## config.mk

```make
export PLATFORM = sky130hd
export DESIGN_NAME = fib_arbiter
export DESIGN_NICKNAME = d
export VERILOG_FILES = /design/src/rtl/fib_arbiter.sv
export SDC_FILE = /design/constraint.sdc
export NUM_CORES = 1
export LEC_CHECK = 0
export CAP_MARGIN = 20
export CORE_MARGIN = 4
export CORE_UTILIZATION = 35
export DETAILED_ROUTE_END_ITERATION = 12
export GPL_TIMING_DRIVEN = 0
export HOLD_SLACK_MARGIN = 0.1
export PLACE_DENSITY = 0.67
export RECOVER_POWER = 25
export SLEW_MARGIN = 15
export SYNTH_ARGS = -nofsm -noshare
export SYNTH_HDL_FRONTEND = slang
export SYNTH_SLANG_ARGS = --single-unit
```

## constraint.sdc

```tcl
create_clock -name clock -period 2.2 [get_ports clock]
set_clock_uncertainty 0.1 [all_clocks]
set_input_delay 0.44 -clock clock [delete_from_list [all_inputs] [get_ports clock]]
set_output_delay 0.44 -clock clock [all_outputs]
set_load 0.005 [all_outputs]
```

## src/rtl/fib_arbiter.sv

```systemverilog
// Two-requester round-robin front end for a shared Fibonacci stepping datapath.
// Each granted command seeds a=b=1, steps k times and returns a = F(k+2) mod 2^WIDTH.
module fib_arbiter #(
   parameter int WIDTH = 8,
   parameter int CNT_W = 8
) (
   input  logic             clock,
   input  logic             reset,
   input  logic             req0_valid,
   input  logic [CNT_W-1:0] req0_steps,
   output logic             req0_ready,
   input  logic             req1_valid,
   input  logic [CNT_W-1:0] req1_steps,
   output logic             req1_ready,
   output logic             rsp0_valid,
   output logic [WIDTH-1:0] rsp0_data,
   input  logic             rsp0_ready,
   output logic             rsp1_valid,
   output logic [WIDTH-1:0] rsp1_data,
   input  logic             rsp1_ready,
   output logic             busy
);

   typedef enum logic [1:0] {IDLE, LOAD, RUN, RESP} state_t;

   localparam logic [WIDTH-1:0] SEED    = WIDTH'(1);
   localparam logic [CNT_W-1:0] CNT_ONE = CNT_W'(1);

   state_t           state_q, state_d;
   logic [WIDTH-1:0] a_q, a_d, b_q, b_d;
   logic [CNT_W-1:0] cnt_q, cnt_d;
   logic             owner_q, owner_d;
   logic             last_grant_q, last_grant_d;
   logic             rsp0_valid_q, rsp0_valid_d, rsp1_valid_q, rsp1_valid_d;
   logic [WIDTH-1:0] rsp0_data_q, rsp0_data_d, rsp1_data_q, rsp1_data_d;

   logic grant_valid, grant_id, accept;
   logic rsp_valid_sel, rsp_ready_sel, rsp_done;

   // On a tie the requester that did not win last time is granted.
   always_comb begin
      grant_valid = req0_valid | req1_valid;
      if (req0_valid && req1_valid) grant_id = ~last_grant_q;
      else                          grant_id = req1_valid;
   end

   assign accept        = (state_q == IDLE) && grant_valid;
   assign rsp_valid_sel = owner_q ? rsp1_valid_q : rsp0_valid_q;
   assign rsp_ready_sel = owner_q ? rsp1_ready : rsp0_ready;
   assign rsp_done      = rsp_valid_sel & rsp_ready_sel;

   always_ff @(posedge clock) begin
      if (reset) begin
         state_q      <= IDLE;
         a_q          <= SEED;
         b_q          <= SEED;
         cnt_q        <= '0;
         owner_q      <= 1'b0;
         last_grant_q <= 1'b1;
         rsp0_valid_q <= 1'b0;
         rsp1_valid_q <= 1'b0;
         rsp0_data_q  <= '0;
         rsp1_data_q  <= '0;
      end else begin
         state_q      <= state_d;
         a_q          <= a_d;
         b_q          <= b_d;
         cnt_q        <= cnt_d;
         owner_q      <= owner_d;
         last_grant_q <= last_grant_d;
         rsp0_valid_q <= rsp0_valid_d;
         rsp1_valid_q <= rsp1_valid_d;
         rsp0_data_q  <= rsp0_data_d;
         rsp1_data_q  <= rsp1_data_d;
      end
   end

   always_comb begin
      state_d = state_q;
      case (state_q)
         IDLE: if (accept) state_d = LOAD;
         LOAD: state_d = (cnt_q == '0) ? RESP : RUN;
         RUN:  if (cnt_q == CNT_ONE) state_d = RESP;
         RESP: if (rsp_done) state_d = IDLE;
         default: state_d = IDLE;
      endcase
   end

   always_comb begin
      req0_ready = 1'b0;
      req1_ready = 1'b0;
      if (accept) begin
         req0_ready = ~grant_id;
         req1_ready = grant_id;
      end
      busy = (state_q != IDLE);
   end

   // The response is registered on the first RESP cycle, one edge after entering RESP.
   always_comb begin
      a_d          = a_q;
      b_d          = b_q;
      cnt_d        = cnt_q;
      owner_d      = owner_q;
      last_grant_d = last_grant_q;
      rsp0_valid_d = rsp0_valid_q;
      rsp1_valid_d = rsp1_valid_q;
      rsp0_data_d  = rsp0_data_q;
      rsp1_data_d  = rsp1_data_q;
      case (state_q)
         IDLE: begin
            if (accept) begin
               owner_d      = grant_id;
               last_grant_d = grant_id;
               cnt_d        = grant_id ? req1_steps : req0_steps;
            end
         end
         LOAD: begin
            a_d = SEED;
            b_d = SEED;
         end
         RUN: begin
            a_d   = a_q + b_q;
            b_d   = a_q;
            cnt_d = cnt_q - CNT_ONE;
         end
         RESP: begin
            if (rsp_done) begin
               rsp0_valid_d = 1'b0;
               rsp1_valid_d = 1'b0;
            end else if (!rsp_valid_sel) begin
               if (owner_q) begin
                  rsp1_valid_d = 1'b1;
                  rsp1_data_d  = a_q;
               end else begin
                  rsp0_valid_d = 1'b1;
                  rsp0_data_d  = a_q;
               end
            end
         end
         default: ;
      endcase
   end

   assign rsp0_valid = rsp0_valid_q;
   assign rsp1_valid = rsp1_valid_q;
   assign rsp0_data  = rsp0_data_q;
   assign rsp1_data  = rsp1_data_q;

endmodule

```

# Yosys cells after proc, flatten, opt, wreduce, memory -nomap -nowiden
# Index checks and enable logic that the tools add are counted.
dict set report totals {
  reg_bits 46
  in_bits 22
  out_inout_bits 21
  wordCells 64
}
dict set report op_classes {
  n_addsub 2
  n_eq_ne 9
  muxes 21
  bitwise_logic 7
  n_reduce_logical 15
}
# cell count
set ops {}
lappend ops {{case mux 8 bit (2 select lines)} 3}
lappend ops {{2-to-1 mux 8 bit} 2}
lappend ops {{2-to-1 mux 1 bit} 12}
lappend ops {{AND reduction 3 bit} 3}
lappend ops {{adder 8 bit} 1}
lappend ops {{equality test 8 x 1 -> 1 bit, second input constant} 1}
lappend ops {{zero test 8 bit} 1}
lappend ops {{case mux 2 bit (4 select lines)} 1}
lappend ops {{AND reduction 4 bit} 2}
lappend ops {{nonzero test 2 bit} 4}
lappend ops {{subtractor 8 x 1 -> 8 bit, second input constant} 1}
lappend ops {{2-to-1 mux 2 bit} 3}
lappend ops {{inequality test 2 bit, second input constant} 3}
lappend ops {{NOT 1 bit} 5}
lappend ops {{equality test 2 bit, second input constant} 2}
lappend ops {{inequality test 2 x 1 -> 1 bit, second input constant} 2}
lappend ops {{AND reduction 2 bit} 2}
lappend ops {{equality test 2 x 1 -> 1 bit, second input constant} 1}
lappend ops {{logical AND 1 bit} 2}
lappend ops {{zero test 2 bit} 1}
lappend ops {{bitwise AND 1 bit} 1}
lappend ops {{OR 1 bit} 1}

# Depth between registers and ports, before layout
dict set report depth {
  word_depth 5
  ltp_mapped 9
  ltp_nobuf 7
}

# Least setup slack after synthesis
# No wires, ideal clock.
dict set report synth_path {
  kind {register -> register}
  startpoint {register a_q[0]}
  endpoint {register a_q[6]}
  setup_ns 0.137
  arrival_time_ns 1.609
  required_ns 1.963
  setup_slack_ns 0.354
  path_stages_with_launch 7
  n_path_buf 0
  period_less_slack_ns 1.846
  path_cell_list {dfxtp_1 -> ha_1 -> fa_1 -> a211oi_1 -> o21bai_1 -> a21oi_1 -> o221ai_1}
}
dict set report synth_between {
  elab_chain_cells 2
}
# item line_no
set synth_lines {}
lappend synth_lines {{from (decl)} 30} ;# logic [WIDTH-1:0] a_q, a_d, b_q, b_d;
lappend synth_lines {{from (signal assigned)} 55} ;# a_q <= SEED;
lappend synth_lines {{from (signal assigned)} 66} ;# a_q <= a_d;
lappend synth_lines {{adder 8 bit} 123} ;# a_d = a_q + b_q;
lappend synth_lines {{case mux 8 bit (2 select lines)} 110} ;# case (state_q)
# Every way passes these cells.
# A chain may end at the register's enable or synchronous reset.

# Final worst setup path
dict set report layout_path {
  startpoint {input port req0_valid}
  endpoint {output port req1_ready}
}
dict set report layout_between {
  elab_chain_cells 3
  elab_cells_between_ends 5
  classes_between {mux (2); bitwise (1); reduce/logical (2)}
}
# item line_no
set layout_lines {}
lappend layout_lines {{from (decl)} 9} ;# input logic req0_valid,
lappend layout_lines {{logical AND 1 bit or OR 1 bit (tied branches)} {43, 42}}
lappend layout_lines {{2-to-1 mux 1 bit or logical AND 1 bit (tied branches)} {43, 47}}
lappend layout_lines {{2-to-1 mux 1 bit *} 92} ;# if (accept) begin
lappend layout_lines {{to (decl)} 14} ;# output logic req1_ready,
# Every way passes the cells marked *; elsewhere a longest branch is shown, timed or not.

==> results by stage <==
Logic synthesis:
- The number of instances in the synthesized netlist is about 270.
- The post-synthesis net count is 311.
- The top cell type's share of synthesized area is a little under two fifths.
- The dominant register cell in the synthesized netlist is sky130_fd_sc_hd__dfxtp_1.
- By count the netlist is led by sky130_fd_sc_hd__dfxtp_1, sky130_fd_sc_hd__nor2_1, sky130_fd_sc_hd__a21oi_1.
- For this run, the number of Yosys warnings is 0.
- After synthesis, the netlist uses 46 different library cells.
- The mean post-synth cell area is approximately 9 µm².
- The fraction of the yosys area taken by sequential cells is 37.9%.
- The most frequent cell after synthesis is sky130_fd_sc_hd__dfxtp_1.
- For this run, asynchronously set or reset flops after synthesis account for 0%.
- Sorting the synthesized cells by area gives the leading types as sky130_fd_sc_hd__dfxtp_1, sky130_fd_sc_hd__mux2i_1, sky130_fd_sc_hd__ha_1.
- The cell type with the largest total area after synthesis is sky130_fd_sc_hd__dfxtp_1.
- The number of flip-flops and latches in the synthesized netlist is 46.
- The mapped cell area is approximately 2400 µm².
- The number of enable flip-flop cells after synthesis is 0.

Setup path:
- The setup slack of the worst register-to-register path is 0.21 ns.
- The worst setup path is captured at a primary output.
- The critical path in this run is classified as primary input to primary output.
- For the worst setup path, the data required time is roughly 1.7 ns.
- The launching point of the worst reg2reg path is a_q[0]$_SDFFE_PP1P_.
- The worst flop-to-flop path endpoint is a_q[6]$_SDFFE_PP0P_.
- The worst setup path is launched from a primary input.
- The origin of the worst setup path is req0_valid.
- The worst setup path endpoint is req1_ready.
- For the worst setup path, the data arrival time is 1.57 ns.
- In this run the worst path has a maximum fanout of 3.
- The count of cells along the worst register-to-register path is 6.

Place:
- The number of placed instances, taps included, is a little under 400.
- The instance area at placement is ~2900 µm².
- Before CTS, the worst setup slack after placement is -0.427 ns.
- The routability congestion estimate is around 0.85.
- The HPWL reported at the end of detailed placement is about 4.1 mm.
- The count of buffers added on input and output ports is 42.

STA:
- The number of endpoints with negative hold slack in the final report was 0.
- The final count of pins violating max slew was 0.
- Derived from the worst setup path, the maximum achievable clock frequency is between 400 and 500 MHz.
- The minimum clock period after layout is 2.11 ns.
- The transition at the pin with the smallest max-transition slack is between 0.6 and 0.7 ns.
- The minimum setup slack in the final design is 0.0915 ns.
- Headroom to the max-slew limit came out at approximately 58%.
- Setup violations remaining at the end of the flow were counted as 0.
- Setup repair after global routing left no endpoint under its margin.
- The worst path uses 95.8% of the clock period.

Power:
- The combinational share of power is approximately two fifths.
- Cell internal power was estimated by the tool at approximately 1.7 mW.
- The proportion of power drawn by flip-flops and latches is a little under two fifths.
- Summed over all nets, the switching power comes to 1.02 mW.
- The share of total power in the clock network is a little under a quarter.
- The reported leakage power is between 1 and 1.5 nW.
- Dividing total power by cell area gives a power density of 898 nW/µm².
- In this run switching power makes up around 37% of total power.
- The largest vdd supply drop is approximately 320 µV.

Clock tree:
- The root buffer cell is sky130_fd_sc_hd__clkbuf_8.
- TritonCTS built the clock tree.
- Buffers inserted during clock tree synthesis total 5.
- The clock reaches the later pin of the worst-skew pair after ~0.30 ns.
- For this design, the CTS-stage hold fixing added 0 buffers.
- After clock tree synthesis, the clock-pin slew on the worst setup and hold paths is 0.08 ns.
- For this design, the sink count on the clock tree is 46.
- The clock passes through at most 2 buffers.
- The level count of the clock H-tree is 2.

Global route:
- The number of global-route vias before repair is around 2.0k.
- Entering global routing, the biggest net connects 15 pins.
- The initial antenna violation count came to 0.
- The first global-routing pass estimated between 9 and 10 mm of wire.
- The leftover overflow at the end of global routing is 0.
- In the global route stage, overall resource usage came out at between 10% and 20%.

Routing:
- The via density per instance is 5.25.
- After the first detailed-routing iteration, the DRC count stood at 96.
- The iteration count of the initial detailed-routing pass is 4.
- Wires add up to around 5.6 mm.
- The routed layout has ~2.1k vias.
- The residual DRC count is 0.
- The remaining antenna violation count is 0.
- Dividing the detail-routed wire length by the instance count gives about 14 µm.

Floorplan:
- The floorplan die height is ~91 µm.
- The total I/O pin count is 43.
- The site row count is 30.
- In this run the standard cell core region covers around 6800 µm².
- The die covers approximately 8300 µm².
- The die is 91.3 µm wide.
- The initial utilization of the core area, before any placement, comes to between 30% and 40%.

Cells and area:
- The antenna diode instance count is 0.
- The post-synthesis to final-layout area growth is 26.5%.
- The final layout contains between 300 and 400 nets.
- The cell area after layout is 3070 µm².
- The share of layout cells above drive strength 1 is roughly 8.4%.
- After filler insertion, the fill cell instance count of the layout stands at ~670.
- The post-layout instance count excluding filler cells is 403.

Min path:
- The type of the tightest min-delay check is flip-flop to flip-flop.

Flow run:
- Across the run, the number of max-cap violations was 0.

Run status:
- The run finished with clean final reports.
cell usage in the layout, fill, tap and decap left out, types with 3 or more instances in the layout:
| cell type | netlist | routed |
|---|---|---|
| sky130_fd_sc_hd__inv_1 | 7 | 5 |
| sky130_fd_sc_hd__o21ai_1 | 6 | 5 |
| sky130_fd_sc_hd__o22ai_1 | 3 | 3 |
| sky130_fd_sc_hd__nand2_1 | 8 | 8 |
| sky130_fd_sc_hd__ha_1 | 15 | 14 |
| sky130_fd_sc_hd__dfxtp_1 | 46 | 44 |
| sky130_fd_sc_hd__a21oi_1 | 27 | 27 |
| sky130_fd_sc_hd__mux2i_1 | 21 | 21 |
| sky130_fd_sc_hd__o21ai_0 | 6 | 7 |
| sky130_fd_sc_hd__buf_2 | 4 | 3 |
| sky130_fd_sc_hd__a21o_1 | 4 | 4 |
| sky130_fd_sc_hd__nand3_1 | 14 | 14 |
| sky130_fd_sc_hd__dlygate4sd3_1 | 0 | 14 |
| sky130_fd_sc_hd__nand3b_1 | 5 | 5 |
| sky130_fd_sc_hd__nor2_1 | 28 | 28 |
| sky130_fd_sc_hd__clkbuf_1 | 11 | 9 |
| sky130_fd_sc_hd__nand2b_1 | 17 | 17 |
| sky130_fd_sc_hd__mux2_1 | 5 | 5 |
| sky130_fd_sc_hd__inv_2 | 1 | 3 |
| sky130_fd_sc_hd__dlygate4sd2_1 | 0 | 3 |
| sky130_fd_sc_hd__a211oi_1 | 7 | 6 |
| sky130_fd_sc_hd__clkbuf_8 | 0 | 5 |
| sky130_fd_sc_hd__clkdlybuf4s50_1 | 0 | 25 |
kinds of logic after synthesis:
kind of cell               count (synthesis)  synth area share [%]
DFF                                       46                  37.9
xor gates and xnor gates                   3                  1.08
muxes                                     26                  11.0
buffers and inverters                     24                  3.92
and+or+nand+nor                           89                  19.7
AOI/OAI and AO/OA                         69                  17.8
adders and majority gates                 16                  8.55
worst max-delay path, stage by stage:
cell,delay [ns]
sky130_fd_sc_hd__clkdlybuf4s50_1,0.50
sky130_fd_sc_hd__a21boi_1,0.08
sky130_fd_sc_hd__buf_4,0.13
sky130_fd_sc_hd__and2_1,0.16
sky130_fd_sc_hd__dlygate4sd2_1,0.26
area by class of cell:
cell class / count / area [µm²] / area share [%]
Multi-Input combinational cell: 203 / 1420 / 46.2
Timing Repair Buffer: 43 / 424 / 13.8
Clock inverter: 3 / 40.0 / 1.30
Inverter: 8 / 30.0 / 0.977
Sequential cell: 46 / 923 / 30.0
Buffer: 15 / 66.3 / 2.16
Clock buffer: 5 / 68.8 / 2.24
Tap cell: 80 / 100 / 3.26
registers in the layout, indices dropped and copies added (netlist names):
register      flops
a_q               8
b_q               8
cnt_q             8
rsp0_data         8
rsp1_data         8
state_q           2
last_grant_q      1
owner_q           1
rsp0_valid        1
rsp1_valid        1
power by group through the flow:
stage / logic, mW / registers (mW) / clock network [mW]
after floorplan: 0.770 / 1.04 / 0
after global placement: 1.05 / 1.07 / 0
after detailed placement: 1.06 / 1.07 / 0
after CTS: 1.07 / 1.05 / 0.638
after global routing: 1.22 / 1.07 / 0.666
final: 1.08 / 1.06 / 0.628
routing by layer:
| metal | wire, µm | track usage (%) | vias to the layer above | share of wire, % |
|---|---|---|---|---|
| li1 | - | - | 1079 | - |
| met1 | 2650 | 18.0 | 998 | 47 |
| met2 | 2680 | 22.1 | 34 | 48 |
| met3 | 205 | 2.90 | 5 | 3.6 |
| met4 | 91 | 6.41 | 0 | 1.6 |
| met5 | 0 | 0 | - | 0 |
per-stage QoR:
stage               utilization (%)  power (mW)  setup TNS [ns]  hold slack, ns
finish                         45.5        2.76               0           0.377
global route                   45.5        2.96               0           0.409
CTS                            45.4        2.76               0           0.384
detailed placement             43.6        2.13          -0.643           0.370
global placement               43.6        2.12          -0.451           0.356
floorplan                         -        1.81               0           0.341
worst min-delay path by stage:
stage | start | to | slack, ns | cells past startpoint
after global routing | b_q[6]$_SDFFE_PP0P_ | b_q[6]$_SDFFE_PP0P_ | 0.41 | 2
after global placement | b_q[0]$_SDFFE_PP1P_ | b_q[0]$_SDFFE_PP1P_ | 0.36 | 2
final | b_q[5]$_SDFFE_PP0P_ | b_q[5]$_SDFFE_PP0P_ | 0.38 | 2
after floorplan | b_q[0]$_SDFFE_PP1P_ | b_q[0]$_SDFFE_PP1P_ | 0.34 | 2
after detailed placement | b_q[6]$_SDFFE_PP0P_ | b_q[6]$_SDFFE_PP0P_ | 0.37 | 2
after CTS | b_q[5]$_SDFFE_PP0P_ | b_q[5]$_SDFFE_PP0P_ | 0.38 | 2
what timing repair did:
item,CTS,global route
gates resized for setup,7,6
buffers inserted,1,0
endpoints found under the setup margin,3,15
(Power assumes the default switching activity.)
